**config.mk**
```make
export PLATFORM = sky130hd
export DESIGN_NAME = ipsxe_floating_point_accdump_v1_0
export DESIGN_NICKNAME = d
export VERILOG_FILES = /design/src/rtl/ipsxe_floating_point_accdump_v1_0.sv
export SDC_FILE = /design/constraint.sdc
export NUM_CORES = 1
export LEC_CHECK = 0
export CAP_MARGIN = 20
export CORE_AREA = 2 2 126 177
export CTS_CLUSTER_DIAMETER = 40
export DETAILED_ROUTE_END_ITERATION = 8
export DIE_AREA = 0 0 128 179
export PLACE_DENSITY = 0.76
export SLEW_MARGIN = 20
export SYNTH_ARGS = -nofsm -noshare
export SYNTH_HDL_FRONTEND = slang
export SYNTH_SLANG_ARGS = --single-unit
```
**constraint.sdc**
```tcl
create_clock -name i_aclk -period 4.6 [get_ports i_aclk]
set_clock_uncertainty 0.15 [all_clocks]
set_input_delay 0.92 -clock i_aclk [delete_from_list [all_inputs] [get_ports i_aclk]]
set_output_delay 0.92 -clock i_aclk [all_outputs]
set_load 0.05 [all_outputs]
```
**src/rtl/ipsxe_floating_point_accdump_v1_0.sv**
```systemverilog
// ipsxe_floating_point_accdump_v1_0
//
// Purpose: taps the accumulator result stream, which has no backpressure and no block
// boundaries. It counts accepted results and captures the running total on every Nth one.
// Each capture is tagged with a block index and queued in a small FIFO. The FIFO drains
// through an AXI4-Stream master that honours tready. A capture that finds the FIFO full
// is dropped, and the drop is recorded in a sticky flag.
//
// Ports:
//   i_aclk, i_areset_n, i_aclken      clock, async active-low reset, clock enable
//   i_axi4s_result_tdata/tvalid       accumulator running sum (always accepted)
//   i_block_len                       results per capture (0 behaves as 1)
//   i_ovf_clr                         clears o_overflow
//   o_axi4s_sum_tdata/tuser/tvalid    captured total, block index, FIFO not empty
//   i_axi4s_sum_tready                downstream ready
//   o_overflow                        sticky capture-dropped flag
//   o_fifo_level                      FIFO occupancy
//   o_nan_inf                         only with IPSXE_FLOATING_POINT_ACCDUMP_NANFLAG_EN:
//                                     the exponent field of the entry is all ones
//
// Optional feature macro: IPSXE_FLOATING_POINT_ACCDUMP_NANFLAG_EN

module ipsxe_floating_point_accdump_v1_0 #(
  parameter int unsigned DATA_WIDTH    = 32,
  parameter int unsigned FLOAT_EXP_BIT = 8,
  parameter int unsigned CNT_W         = 16,
  parameter int unsigned IDX_W         = 8,
  parameter int unsigned FIFO_AW       = 2
) (
  input  logic                  i_aclk,
  input  logic                  i_areset_n,
  input  logic                  i_aclken,
  input  logic [DATA_WIDTH-1:0] i_axi4s_result_tdata,
  input  logic                  i_axi4s_result_tvalid,
  input  logic [CNT_W-1:0]      i_block_len,
  input  logic                  i_ovf_clr,
  output logic [DATA_WIDTH-1:0] o_axi4s_sum_tdata,
  output logic [IDX_W-1:0]      o_axi4s_sum_tuser,
  output logic                  o_axi4s_sum_tvalid,
  input  logic                  i_axi4s_sum_tready,
`ifdef IPSXE_FLOATING_POINT_ACCDUMP_NANFLAG_EN
  output logic                  o_nan_inf,
`endif
  output logic                  o_overflow,
  output logic [FIFO_AW:0]      o_fifo_level
);

  localparam int unsigned Depth = 2 ** FIFO_AW;
`ifdef IPSXE_FLOATING_POINT_ACCDUMP_NANFLAG_EN
  localparam int unsigned EntryW = 1 + IDX_W + DATA_WIDTH;
`else
  localparam int unsigned EntryW = IDX_W + DATA_WIDTH;
`endif
  localparam logic [CNT_W-1:0]   CntOne = CNT_W'(1);
  localparam logic [IDX_W-1:0]   IdxOne = IDX_W'(1);
  localparam logic [FIFO_AW:0]   PtrOne = (FIFO_AW + 1)'(1);

  logic [CNT_W-1:0]   cnt_q, cnt_d;
  logic [CNT_W-1:0]   len_q, len_d;
  logic [IDX_W-1:0]   blk_idx_q, blk_idx_d;
  logic [FIFO_AW:0]   wr_ptr_q, wr_ptr_d;
  logic [FIFO_AW:0]   rd_ptr_q, rd_ptr_d;
  logic               overflow_q, overflow_d;
  logic [EntryW-1:0]  mem_q [Depth];

  logic [CNT_W-1:0]   len_in;
  logic [CNT_W-1:0]   len_eff;
  logic               accept;
  logic               capture;
  logic               empty;
  logic               full;
  logic               pop;
  logic               push;
  logic               drop;
  logic               nan_hit;
  logic [EntryW-1:0]  wr_entry;
  logic [EntryW-1:0]  head;

  assign accept  = i_aclken & i_axi4s_result_tvalid;
  assign len_in  = (i_block_len == '0) ? CntOne : i_block_len;
  // A new length is only sampled at a block start; mid-block the latched length holds.
  assign len_eff = (cnt_q == '0) ? len_in : len_q;
  assign capture = accept & (cnt_q == (len_eff - CntOne));

  // Pointers carry one extra wrap bit so full and empty are distinguishable.
  assign empty = (wr_ptr_q == rd_ptr_q);
  assign full  = (wr_ptr_q[FIFO_AW] != rd_ptr_q[FIFO_AW]) &&
                 (wr_ptr_q[FIFO_AW-1:0] == rd_ptr_q[FIFO_AW-1:0]);
  assign pop   = i_aclken & ~empty & i_axi4s_sum_tready;
  // When full, a same-cycle pop frees the slot that the push then takes.
  assign push  = capture & (~full | pop);
  assign drop  = capture & full & ~pop;

  assign nan_hit = &i_axi4s_result_tdata[DATA_WIDTH-2 -: FLOAT_EXP_BIT];

`ifdef IPSXE_FLOATING_POINT_ACCDUMP_NANFLAG_EN
  assign wr_entry = {nan_hit, blk_idx_q, i_axi4s_result_tdata};
`else
  assign wr_entry = {blk_idx_q, i_axi4s_result_tdata};
  logic unused_nan_hit;
  assign unused_nan_hit = nan_hit;
`endif

  always_comb begin
    cnt_d      = cnt_q;
    len_d      = len_q;
    blk_idx_d  = blk_idx_q;
    wr_ptr_d   = wr_ptr_q;
    rd_ptr_d   = rd_ptr_q;
    overflow_d = overflow_q;

    if (accept) begin
      if (cnt_q == '0) begin
        len_d = len_eff;
      end
      if (capture) begin
        cnt_d     = '0;
        // Advances even on a dropped capture, so the gap is visible in tuser.
        blk_idx_d = blk_idx_q + IdxOne;
      end else begin
        cnt_d = cnt_q + CntOne;
      end
    end

    if (push) begin
      wr_ptr_d = wr_ptr_q + PtrOne;
    end
    if (pop) begin
      rd_ptr_d = rd_ptr_q + PtrOne;
    end

    // A drop in the same cycle as a clear leaves the flag set.
    if (drop) begin
      overflow_d = 1'b1;
    end else if (i_ovf_clr && i_aclken) begin
      overflow_d = 1'b0;
    end
  end

  always_ff @(posedge i_aclk or negedge i_areset_n) begin
    if (!i_areset_n) begin
      cnt_q      <= '0;
      len_q      <= CntOne;
      blk_idx_q  <= '0;
      wr_ptr_q   <= '0;
      rd_ptr_q   <= '0;
      overflow_q <= 1'b0;
    end else begin
      cnt_q      <= cnt_d;
      len_q      <= len_d;
      blk_idx_q  <= blk_idx_d;
      wr_ptr_q   <= wr_ptr_d;
      rd_ptr_q   <= rd_ptr_d;
      overflow_q <= overflow_d;
    end
  end

  always_ff @(posedge i_aclk or negedge i_areset_n) begin
    if (!i_areset_n) begin
      for (int i = 0; i < Depth; i++) begin
        mem_q[i] <= '0;
      end
    end else if (push) begin
      mem_q[wr_ptr_q[FIFO_AW-1:0]] <= wr_entry;
    end
  end

  // Head of queue comes straight from registered storage: first-word fall-through.
  assign head = mem_q[rd_ptr_q[FIFO_AW-1:0]];

  always_comb begin
    o_axi4s_sum_tvalid = ~empty;
    o_axi4s_sum_tdata  = empty ? '0 : head[DATA_WIDTH-1:0];
    o_axi4s_sum_tuser  = empty ? '0 : head[DATA_WIDTH +: IDX_W];
`ifdef IPSXE_FLOATING_POINT_ACCDUMP_NANFLAG_EN
    o_nan_inf          = empty ? 1'b0 : head[EntryW-1];
`endif
    o_overflow         = overflow_q;
    o_fifo_level       = wr_ptr_q - rd_ptr_q;
  end

endmodule

```
Word-level counts from Yosys, hierarchy flattened --
Cells that the tools add are included.
Storage, ports and cells: bits in registers 207, logic and storage cells 57, output and inout bits 45, input port bits 54
Operators by class: equal/unequal tests 4, $lt $le $gt $ge 3, bitwise logic cells 13, muxes and demuxes 13, reduce and logical (&&, ||, !) cells 8, $add $sub $neg 6
Operators by type and width (count):
- bitwise mux 160 bit | 1
- 2-to-1 mux 40 bit | 3
- binary-select mux 40 bit (select 2 bit) | 1
- demux 40 bit (select 2 bit) | 1
- 2-to-1 mux 16 bit | 3
- logical NOT 16 bit | 2
- 2-to-1 mux 32 bit | 1
- adder 16 x 1 -> 16 bit, second input constant | 1
- equality test 16 bit | 1
- subtractor 16 x 1 -> 16 bit, second input constant | 1
- adder 8 x 1 -> 8 bit, second input constant | 1
- 2-to-1 mux 8 bit | 1
- bitwise AND 1 bit | 7
- adder 3 x 1 -> 3 bit, second input constant | 2
- greater-or-equal comparator 3 bit, second input constant | 2
- NOT 2 -> 3 bit | 2
- AND reduction 2 bit | 2
- equality test 3 bit | 1
- logical AND 1 bit | 3
- less-than comparator 3 x 1 -> 1 bit, second input constant | 1
- NOT 1 bit | 3
- subtractor 3 bit | 1
- equality test 2 bit | 1
- 2-to-1 mux 1 bit | 2
- other kinds (3) | 3

Depth between registers and ports, before layout --
depth after elaboration 9, mapped depth 18, gate-level depth less buffers 16

Worst setup path before layout --
OpenSTA, ideal clock, no wires.
path type input to register, from in i_block_len[8], to reg mem_q[0] (netlist name), stages 16, buffers on the path 2, data required time 4.325 ns, slack -0.271 ns, library setup time 0.125 ns, arrival time 4.596 ns, cells stage by stage clkbuf_1 > or3_1 > nor3_1 > a211oi_1 > or2_2 > ha_1 > nor3b_1 > nand3_1 > or3_1 > xnor2_1 > o21ai_0 > nand4_1 > nor4_4 > nand3_4 > buf_6 > mux2_4
Between the ends: word-level cells in the longest chain between the ends 7
Ends and longest elaborated chain:
- start: declaration | line 35 | input logic [CNT_W-1:0] i_block_len,
- logical NOT 16 bit | line 80 | assign len_in = (i_block_len == '0) ? CntOne : i_block_len;
- 2-to-1 mux 16 bit (*) | line 80
- 2-to-1 mux 16 bit (*) | line 82 | assign len_eff = (cnt_q == '0) ? len_in : len_q;
- subtractor 16 x 1 -> 16 bit (*) | line 83 | assign capture = accept & (cnt_q == (len_eff - CntOne));
- equality test 16 bit (*) | line 83
- bitwise AND 1 bit (*) | line 83
- bitwise AND 1 bit (*) | line 91 | assign push = capture & (~full | pop);
- end signal: indexed assignment | line 164 | mem_q[wr_ptr_q[FIFO_AW-1:0]] <= wr_entry;
- end: declaration | line 64 | logic [EntryW-1:0] mem_q [Depth];
Mark *: on every way between the ends. The rest lies on a longest branch, timed or not. A chain may end at the register's enable or synchronous reset.

Final worst setup path --
from in i_block_len[14], to reg mem_q[21] (netlist name)
The elaborated chain is that of the path after synthesis.

==> results.ini <==
[layout]
fin_cells = 1222
layout-drive-gt1-share_pct = 42.6
finalInstanceArea_um2 = 13800
nNetsFinal = 1003
utilization_pct = 64.2
n_antenna_cell = 0
syn_to_final_growth_pct = 23.2

[yosys]
synth_cell_type_count = 56
yosys.area.top_type = dfrtp_1
netlist_area_um2 = 11200
synth_nets = 854
async_flop_share_pct = 100
yosys_warnings = 0
synth_area_leaders = dfrtp_1 46%, mux2_4 21%, mux4_2 8.1%
ys.flop_type = dfrtp_1
synth_seq_area_share_pct = 46.4
synth_area_per_cell_um2 = 14.2
ys_ff_latch = 207
synth_edf_count = 0
synth_top_area_share_pct = 46.1
syn_inst = 788

[setup_path]
crit_path_max_fanout = 7
worstPathRequired_ns = 4.85
r2r_end = mem_q[21]$_DFFE_PN0P_
r2r_start = cnt_q[12]$_DFFE_PN0P_
crit_path_start_kind = input port
cp-end-kind = register
arrival_ns = 4.67
path_class = input port to register
reg2regPathDepth = 16
r2r_slack_ns = 0.26

[timing]
hold_viol_final = 0
fmax_mhz = 226
drv_slew = 0
tns_ns = 0
relSlewSlack_pct = 42.2
fin_ws_ns = 0.185
tightest_slew_ns = 0.866
setup_viol = 0
post-route-period-util_pct = 96.0
period_minus_slack_ns = 4.42

[clock_tree]
htree_num_levels = 1
clk_pin_slew_ns = 0.06
cts_inserted_buffers = 27
postCtsHoldBufs = 0
ctsRootBufferMaster = clkbuf_16
clock-sinks = 207
clock_latency_ns = 0.52
clk_path_buf_depth = 3
cts_tree = yes

[floorplanning]
num_io_pins = 99
row_count = 64
start_util_pct = 52.1
die_h_um = 179
core_um2 = 21500
die_x_um = 128
dieArea_um2 = 22900

[routing]
dr.pass1.iters = 6
drt-wirelength-per-cell_um = 20.1
viasPerCell = 5.68
vias = 6940
detail-route-antenna-nets = 0
drtIter0Drc = 363
post-route-drc-count = 0
wirelength_um = 24500

[global_route]
antenna_found_initial = 0
globalRouteOverflowTotal = 0
grtUsageTotal_pct = 21.7
grt_max_degree = 86
grt_pass1_wl_um = 39500
first_global_vias = 7387

[power_and_ir_drop]
powerDensity_nw_per_um2 = 310
leakagePower_nw = 6.94
ir_worst_vdd_v = 0.000227

[min_path]
min_path_type = input port to asynchronous set/reset pin

[run_status]
outcome = complete, no violations

[flow_run]
cap_violations = 0

[placement]
dpl.hpwl_um = 15700
gp_congestion = 0.891
port_buffers = 98
placed_cell_area_um2 = 12700
dp_cells = 1164
dpl_worst_slack_ns = -0.443

## power by group
part / total (mW) / switching, mW / internal (mW)
clock network: 2.08 / 0.863 / 1.22
registers: 1.87 / 0.0302 / 1.84
logic: 0.314 / 0.167 / 0.147
total: 4.27 / 1.06 / 3.21
## flip-flops by register name (all words and copies together) (netlist names)
signal      flops
o_overflow      1
mem_q         160
rd_ptr_q        3
cnt_q          16
blk_idx_q       8
wr_ptr_q        3
len_q          16
## worst max-delay path, cell delays in order
cell             delay, ns
clkdlybuf4s50_1       0.42
or4_4                 0.57
nor3_4                0.15
a211oi_2              0.10
or2_4                 0.27
ha_4                  0.17
nor3b_4               0.16
nand2_1               0.09
xor2_1                0.19
a21oi_1               0.09
mux2i_1               0.13
nand4_1               0.21
nor4_4                0.28
buf_6                 0.18
nand3_4               0.16
clkbuf_16             0.26
mux2_4                0.30
## worst max path at each step
stage                         start               endpoint  cells past startpoint  slack, ns
4_1_cts             i_block_len[14]   mem_q[6]$_DFFE_PN0P_                     17       0.10
3_3_place_gp        i_block_len[14]  mem_q[10]$_DFFE_PN0P_                     17      -0.39
6_report            i_block_len[14]  mem_q[21]$_DFFE_PN0P_                     17       0.18
3_5_place_dp        i_block_len[14]  mem_q[10]$_DFFE_PN0P_                     17      -0.44
2_1_floorplan       i_block_len[14]   mem_q[0]$_DFFE_PN0P_                     15      -0.10
5_1_grt        cnt_q[0]$_DFFE_PN0P_  mem_q[33]$_DFFE_PN0P_                     18      -0.02
## cell usage after synthesis (2+ instances only)
master and count:
dfrtp_1 206, mux2_4 159, and2_1 42, mux4_2 40
nor2_1 34, xnor2_1 29, nand2_1 25, clkbuf_1 22
xor2_1 22, mux2_2 21, nand3_1 18, buf_6 16
inv_1 12, ha_1 11, nand4_1 10, nor3_1 10
a21oi_1 9, nor4_1 9, o21ai_0 9, and3_1 8
mux2i_1 8, nand2b_1 6, and4_1 4, buf_1 4
buf_2 4, nand3_4 4, o22ai_1 4, or3_1 4
a311oi_1 3, nor4_2 3, nor4_4 3, a211oi_1 2
a41oi_1 2, nand4b_1 2, nor3b_1 2
## layout make-up
cell class	count	area, um^2
Timing Repair Buffer	167	1580
Clock buffer	32	724
Sequential cell	207	5180
Fill cell	1572	7690
Multi-Input combinational cell	522	5720
Tap cell	264	330
Clock inverter	18	180
Inverter	12	45.0
## layer usage
| layer | global-route usage, % | routed length, um | up-vias |
|---|---|---|---|
| met5 | 0 | 0 | - |
| met4 | 6.68 | 614 | 0 |
| met3 | 2.66 | 1030 | 46 |
| met2 | 38.4 | 12600 | 173 |
| met1 | 28.1 | 10300 | 3570 |
| li1 | - | - | 3151 |
## logic make-up after synthesis
group / count (synthesis) / share of synthesized area [%]
muxes: 228 / 32.3
DFF: 207 / 46.4
and+or+nand+nor: 192 / 10.6
buffers and inverters: 59 / 3.13
xor gates and xnor gates: 51 / 4.00
AOI/OAI and AO/OA: 39 / 2.29
adders and majority gates: 12 / 1.41
## metrics by stage
stage / power (mW) / hold WS [ns]
global route: 4.41 / 0.332
CTS: 4.31 / 0.310
floorplan: 2.04 / 0.315
detailed placement: 2.22 / 0.335
global placement: 2.21 / 0.332
finish: 4.27 / 0.281
## cells in the final DEF (no fill, tap or decap), types with 3 or more instances in the layout
cell,Yosys,final
clkdlybuf4s50_1,0,56
a21oi_1,9,8
clkinvlp_4,0,4
o21ai_0,9,9
buf_12,0,9
ha_1,11,10
nand2_1,25,25
mux2i_1,8,8
nand2b_1,6,6
nor4_2,3,4
clkbuf_16,0,29
inv_6,0,8
xnor2_1,29,29
a311oi_1,3,3
nand3_1,18,16
nor4_1,9,8
mux2_2,21,21
nand4_1,10,10
inv_1,12,12
xor2_1,22,22
o22ai_1,4,4
dfrtp_1,206,204
clkbuf_8,0,4
and2_1,42,42
or3_1,4,4
nor4_4,3,3
mux2_4,159,159
and3_1,8,8
and4_1,4,4
mux4_2,40,40
nor2_1,34,34
buf_4,1,95
nand3_4,4,4
nor3_1,10,9
## timing repair
action | 4_1_cts | 5_1_grt
endpoints found under the hold margin | 0 | 0
resized for setup | 0 | 7
setup buffers | 0 | 5
setup endpoints to repair | 0 | 160
Note: power is estimated with default switching activity, not from simulation.
